`config.mk`:
```
export PLATFORM = sky130hd
export DESIGN_NAME = led_scan_sequencer
export DESIGN_NICKNAME = d
export VERILOG_FILES = /design/src/rtl/led_scan_sequencer.sv
export SDC_FILE = /design/constraint.sdc
export NUM_CORES = 1
export LEC_CHECK = 0
export ABC_AREA = 0
export ABC_CLOCK_PERIOD_IN_PS = 2600
export BUFFER_PORTS_ARGS = -buffer_cell sky130_fd_sc_hd__buf_4
export CAP_MARGIN = 10
export CORE_MARGIN = 1
export CORE_UTILIZATION = 54
export DETAILED_ROUTE_END_ITERATION = 10
export GPL_TIMING_DRIVEN = 0
export PLACE_DENSITY_LB_ADDON = 0.25
export SLEW_MARGIN = 20
export SYNTH_ARGS = -nofsm -noshare
export SYNTH_HDL_FRONTEND = slang
export SYNTH_SLANG_ARGS = --single-unit
```
`constraint.sdc`:
```
create_clock -name clk -period 2.6 [get_ports clk]
set_clock_uncertainty 0.1 [all_clocks]
set_input_delay 0.13 -clock clk [delete_from_list [all_inputs] [get_ports clk]]
set_output_delay 0.13 -clock clk [all_outputs]
set_load 0.005 [all_outputs]
```
`src/rtl/led_scan_sequencer.sv`:
```
// Column scan sequencer for the Game of Life LED matrix: blank/drive timing per column
// and a double-buffered cell image that swaps only at frame wrap.
module led_scan_sequencer #(
  parameter int N            = 3,
  parameter int DWELL_CYCLES = 1000,
  parameter int BLANK_CYCLES = 16
) (
  input  logic                 clk,
  input  logic                 rst_n,
  input  logic [N*N-1:0]       cells_in,
  input  logic                 cells_valid,
  output logic                 cells_ready,
  output logic                 ena,
  output logic [$clog2(N):0]   x,
  output logic [N*N-1:0]       cells,
  output logic                 frame_start
);

  localparam int CMAX = (DWELL_CYCLES > BLANK_CYCLES) ? DWELL_CYCLES : BLANK_CYCLES;
  localparam int CW   = $clog2(CMAX) + 1;
  localparam int XW   = $clog2(N) + 1;

  if (N < 1 || N > 8) begin : g_bad_n
    $error("led_scan_sequencer: N=%0d out of range 1..8", N);
  end
  if (DWELL_CYCLES < 1) begin : g_bad_dwell
    $error("led_scan_sequencer: DWELL_CYCLES must be >= 1");
  end
  if (BLANK_CYCLES < 1) begin : g_bad_blank
    $error("led_scan_sequencer: BLANK_CYCLES must be >= 1");
  end

  typedef enum logic {BLANK, DRIVE} state_e;

  state_e           state_q;
  logic [CW-1:0]    cnt_q;
  logic [XW-1:0]    x_q;
  logic             ena_q;
  logic             fs_q;
  logic [N*N-1:0]   cells_q;
  logic [N*N-1:0]   pend_q;
  logic             pending_q;

  logic blank_done_d, drive_done_d, col_last_d, wrap_d, xfer_d;

  assign blank_done_d = (state_q == BLANK) && (cnt_q == CW'(BLANK_CYCLES - 1));
  assign drive_done_d = (state_q == DRIVE) && (cnt_q == CW'(DWELL_CYCLES - 1));
  assign col_last_d   = (x_q == XW'(N - 1));
  assign wrap_d       = drive_done_d && col_last_d;
  assign xfer_d       = cells_valid && !pending_q;

  always_ff @(posedge clk or negedge rst_n) begin
    if (!rst_n) begin
      state_q   <= BLANK;
      cnt_q     <= '0;
      x_q       <= '0;
      ena_q     <= 1'b0;
      fs_q      <= 1'b0;
      cells_q   <= '0;
      pend_q    <= '0;
      pending_q <= 1'b0;
    end else begin
      fs_q <= wrap_d;
      case (state_q)
        BLANK: begin
          if (blank_done_d) begin
            state_q <= DRIVE;
            ena_q   <= 1'b1;
            cnt_q   <= '0;
          end else begin
            cnt_q <= cnt_q + CW'(1);
          end
        end
        DRIVE: begin
          if (drive_done_d) begin
            // x only moves on entry to BLANK, so it is stable whenever ena is high
            state_q <= BLANK;
            ena_q   <= 1'b0;
            cnt_q   <= '0;
            x_q     <= col_last_d ? '0 : x_q + XW'(1);
          end else begin
            cnt_q <= cnt_q + CW'(1);
          end
        end
        default: begin
          state_q <= BLANK;
          ena_q   <= 1'b0;
          cnt_q   <= '0;
        end
      endcase
      // A transfer needs pending==0 and a swap needs pending==1, so they never collide;
      // data captured on a wrap edge therefore waits for the following wrap.
      if (xfer_d) begin
        pend_q    <= cells_in;
        pending_q <= 1'b1;
      end else if (wrap_d && pending_q) begin
        cells_q   <= pend_q;
        pending_q <= 1'b0;
      end
    end
  end

  assign cells_ready = ~pending_q;
  assign ena         = ena_q;
  assign x           = x_q;
  assign cells       = cells_q;
  assign frame_start = fs_q;

endmodule

```
# Word level (Yosys, flattened, before mapping)

Cells that the tools add are included.

Register bits: 36
Output and inout port bits: 15
Logic and storage cells: 40

Reduce and logical (&&, ||, !) cells: 10
Bitwise operators: 3
Equal/unequal tests: 5
Multiplexer cells: 12
$add $sub $neg: 2

Operators with widths:

| cell                  | number |
|---|---|
| $mux 11               | 2 |
| $pmux 11 s2           | 1 |
| $add 11x1->11 const B | 1 |
| $eq 11x10->1 const B  | 1 |
| $eq 11x4->1 const B   | 1 |
| $mux 1                | 6 |
| $reduce_and 2->1      | 3 |
| $logic_and 1x1->1     | 5 |
| $pmux 1 s2            | 2 |
| $add 3x1->3 const B   | 1 |
| $eq 3x2->1 const B    | 1 |
| $mux 3                | 1 |
| $not 1->1             | 3 |
| $ne 2x1->1 const B    | 1 |
| $ne 2x2->1 const B    | 1 |
| $reduce_bool 2->1     | 1 |
| $logic_not 1->1       | 1 |

# Longest topological paths before layout

Depth in word-level cells: 6
Mapped depth: 7
Gate-level depth less buffers: 5

# Worst setup path before layout

OpenSTA, ideal clock, no wires.

Kind: reg-to-reg
From: reg cnt_q[0]
To: reg cells_q[0], in the netlist cells[0]
Arrival time: 1.846 ns
Period minus slack after synthesis: 2.071 ns
Setup slack: 0.529 ns
Buffers on the path: 1
Stages on the path, launching flop included: 7
Setup time: 0.125 ns
Cells stage by stage: dfrtp_1 > ha_1 > and4b_1 > nand4_4 > or4_4 > buf_6 > mux2_4

Longest elaborated chain between the ends: 5

RTL lines:

| element                    | RTL line | source |
|---|---|---|
| start, declared            | 36       | `logic [CW-1:0] cnt_q;` |
| start signal, assigned     | 71       | `cnt_q <= cnt_q + CW'(1);` |
| start signal, assigned     | 82       | `cnt_q <= cnt_q + CW'(1);` |
| $eq 11x10->1               | 47       | `assign drive_done_d = (state_q == DRIVE) && (cnt_q == CW'(DWELL_CYCLES - 1));` |
| $logic_and 1x1->1          | 47       |  |
| $logic_and 1x1->1          | 49       | `assign wrap_d = drive_done_d && col_last_d;` |
| $logic_and 1x1->1          | 96       | `end else if (wrap_d && pending_q) begin` |
| $reduce_and 2->1 (no line) | -        |  |
| end signal, assigned       | 97       | `cells_q <= pend_q;` |
| end, declared              | 40       | `logic [N*N-1:0] cells_q;` |

No other way between the ends.
A chain may end at the register's enable or synchronous reset.

# Worst setup path after layout

From: reg cnt_q[0]
To: reg cells_q[4], in the netlist cells[4]

The elaborated chain is that of the path after synthesis.

==> impl_metrics.toml <==
[synth]
synth_most_common_cell = "dfrtp_1"
async_reset_ff_share_pct = 100
synth_common_cells = "dfrtp_1 (36), nor2_1 (12), mux2_2 (9), mux2_4 (9)"
synth_area_leaders = "dfrtp_1 (59%), mux2_4 (8.8%), mux2_2 (6.6%), xnor2_1 (3.4%), nor2_1 (2.9%)"
dominantRegCellSynth = "dfrtp_1"
synth_top_cell_area_share_pct = 58.6
synth_edf_count = 0
synth_area_leader_cell = "dfrtp_1"
synth_area_um2 = 1540
ys_ff_latch = 36
ys_types = 29
yosysWarnings = 0
avgSynthCellArea_um2 = 13.3
synth.net_count = 129
synth-seq-area-share_pct = 58.6
synthCells = 116

[clock_network]
htreeDepth = 2
post_cts_buffers = 0
cts.sinks = 36
holdBufCountCts = 11
cts_tree = "built"
cts_buffers = 5
cts_max_path_buffers = 2
clock_latency_ps = 340
clockRootBuffer = "clkbuf_4"
clk_pin_slew_ps = 100
cts-resized-gates = 0

[sta]
drv_slew = 0
post-route-period-util_pct = 85.8
hold_violations = 0
max-slew-margin-rel_pct = 64.7
fmax_ghz = 0.448
setup_viol = 0
tightestPinTransition_ps = 530
rsz0062_at_grt = "no"
min_period_ps = 2230
setup_tns_ps = 0

[worst_setup_path]
crit_family = "simple AND/OR/NAND/NOR gates"
crit_end = "cells[4]$_DFFE_PN0P_"
worst_path_largest_cell_delay_ps = 500
crit_required_ps = 2730
slowest_stage = "or4_4"
reg2reg_depth = 6
crit_chain = "ha_1 > and4b_1 > nand4_4 > or4_4 > buf_6 > mux2_4"
critPathArrivalTime_ps = 2360
worstSetupPathType = "reg2reg"
critPathLaunch = "cnt_q[0]$_DFF_PN0_"
cp_num_cells = 6
cp_max_fo = 10
r2r-end = "cells[4]$_DFFE_PN0P_"
reg2reg_slack_ps = 370
r2r_start = "cnt_q[0]$_DFF_PN0_"
cp-start-kind = "register"
crit_buf_inv = 1
end_kind = "register"

[power_and_ir_drop]
intPower_w = 0.000746
netSwitchingFraction_pct = 21.2
p_comb_share_pct = 5.8
switching_power_w = 0.000201
power.leakage_nw = 0.954
clock_power_share_pct = 32.2
powerDensity_nw_per_um2 = 488
power_frac_seq_pct = 62.0
ir_worst_vdd_v = 0.000463
p_total_w = 0.000947

[final_layout]
multi_input_area_um2 = 607
fin_area_um2 = 1940
diodes = 0
final_nets = 173
regArea_um2 = 901
area_growth_pct = 26.1
drive_above_1_share_pct = 37.3
fillers = 163

[drt]
wl_per_cell_um = 14.9
first_pass_iters = 3
drc = 0
drt_iter0_markers = 25
drt_wl_total_um = 2840
post_drt_via_cell_ratio = 5.27
vias = 1007
ant_nets = 0

[placed_design]
place_hpwl_um = 1890
routabilityCongestion = 0.753
placed_cell_area_um2 = 1770
io_buffers = 26

[die]
die_area_um2 = 3070
rows = 18
die_w_um = 55.4
die_y_um = 55.4
start_util_pct = 59.4
num_io_pins = 27
core-area_um2 = 2590

[global_route]
grt_pass1_wl_um = 4930
grtUsageTotal_pct = 21.3
grt_pass1_vias = 1091
gr-total-overflow = 0
grt_max_degree = 37
antenna_found_initial = 0

[run]
maxCapViolCount = 0

[hold_path]
hp-class = "in2async"

[status]
status = "finished clean"
==> flip-flops by register name, indices dropped and copies added, names as in the netlist <==
name	count
cells	9
cnt_q	11
ena	1
frame_start	1
pend_q	9
pending_q	1
state_q	1
x	3
==> routing by layer <==
metal / vias up / track usage [%] / share of wire (%)
met1: 495 / 25.1 / 43
met5: - / 0 / 0
met3: 4 / 4.92 / 3.3
met2: 22 / 35.1 / 52
li1: 486 / - / -
met4: 0 / 13.6 / 1.6
==> layout by cell type, fill, tap and decap left out <==
| cell type | synthesis | layout |
|---|---|---|
| a21o_2 | 2 | 2 |
| and3_1 | 1 | 1 |
| and3_2 | 1 | 1 |
| and4_1 | 1 | 1 |
| and4_2 | 1 | 1 |
| and4_4 | 1 | 1 |
| and4b_1 | 1 | 1 |
| buf_4 | 0 | 26 |
| buf_6 | 1 | 1 |
| clkbuf_1 | 3 | 5 |
| clkbuf_4 | 0 | 5 |
| clkbuf_8 | 0 | 1 |
| dfrtp_1 | 36 | 36 |
| dlygate4sd3_1 | 0 | 11 |
| ha_1 | 1 | 1 |
| inv_1 | 2 | 2 |
| mux2_2 | 9 | 9 |
| mux2_4 | 9 | 9 |
| nand2_1 | 6 | 6 |
| nand3_1 | 4 | 4 |
| nand4_1 | 1 | 1 |
| nand4_4 | 1 | 1 |
| nor2_1 | 12 | 12 |
| nor2b_1 | 2 | 2 |
| nor3_1 | 2 | 2 |
| nor4_1 | 2 | 2 |
| o21a_1 | 1 | 1 |
| o21ai_0 | 3 | 3 |
| or2_2 | 1 | 1 |
| or2b_2 | 1 | 1 |
| or4_4 | 1 | 1 |
| xnor2_1 | 6 | 6 |
| xor2_1 | 4 | 4 |
==> how the worst min path moves through the flow <==
stage | startpoint | end | depth (start not counted)
after global routing | rst_n | cnt_q[4]$_DFF_PN0_ | 2
after detailed placement | rst_n | x[2]$_DFFE_PN0P_ | 1
final | rst_n | x[2]$_DFFE_PN0P_ | 2
after CTS | rst_n | x[2]$_DFFE_PN0P_ | 2
after global placement | rst_n | x[2]$_DFFE_PN0P_ | 1
after floorplan | rst_n | cells[0]$_DFFE_PN0P_ | 0
==> layout make-up <==
| cell class | instances | share of cell area, % |
|---|---|---|
| Multi-Input combinational cell | 74 | 31.3 |
| Sequential cell | 36 | 46.5 |
| Tap cell | 30 | 1.94 |
| Timing Repair Buffer | 37 | 15.7 |
| Buffer | 4 | 1.16 |
| Clock buffer | 8 | 3.03 |
| Inverter | 2 | 0.387 |
==> power groups by stage <==
| stage | sequential [W] | clock, W | combinational, W |
|---|---|---|---|
| global route | 0.000590 | 0.000333 | 0.0000605 |
| CTS | 0.000588 | 0.000314 | 0.0000555 |
| finish | 0.000587 | 0.000305 | 0.0000546 |
| global placement | 0.000596 | 0 | 0.0000397 |
| detailed placement | 0.000599 | 0 | 0.0000423 |
| floorplan | 0.000595 | 0 | 0.0000166 |
==> cells by family (layout without fill, tap and decap cells) <==
family                   count (synthesis)  after routing  synth area share [%]
AND/OR/NAND/NOR                         39             39                  15.0
flip-flops                              36             36                  58.6
multiplexers                            18             18                  15.4
XOR/XNOR                                10             10                  5.70
AO/OA/AOI/OAI                            6              6                  2.60
buffers and inverters                    6             51                  1.95
adder cells (fa/ha/maj)                  1              1                 0.814
==> stage by stage <==
step	hold WS [ps]	setup WS, ps	instances	util, %
3_3_place_gp	-0.426	434	172	68.4
5_1_grt	217	299	191	74.9
6_report	169	368	191	74.9
3_5_place_dp	6.31	384	172	68.4
2_1_floorplan	-266	529	116	-
4_1_cts	170	345	191	74.9
(Power assumes the default switching activity.)
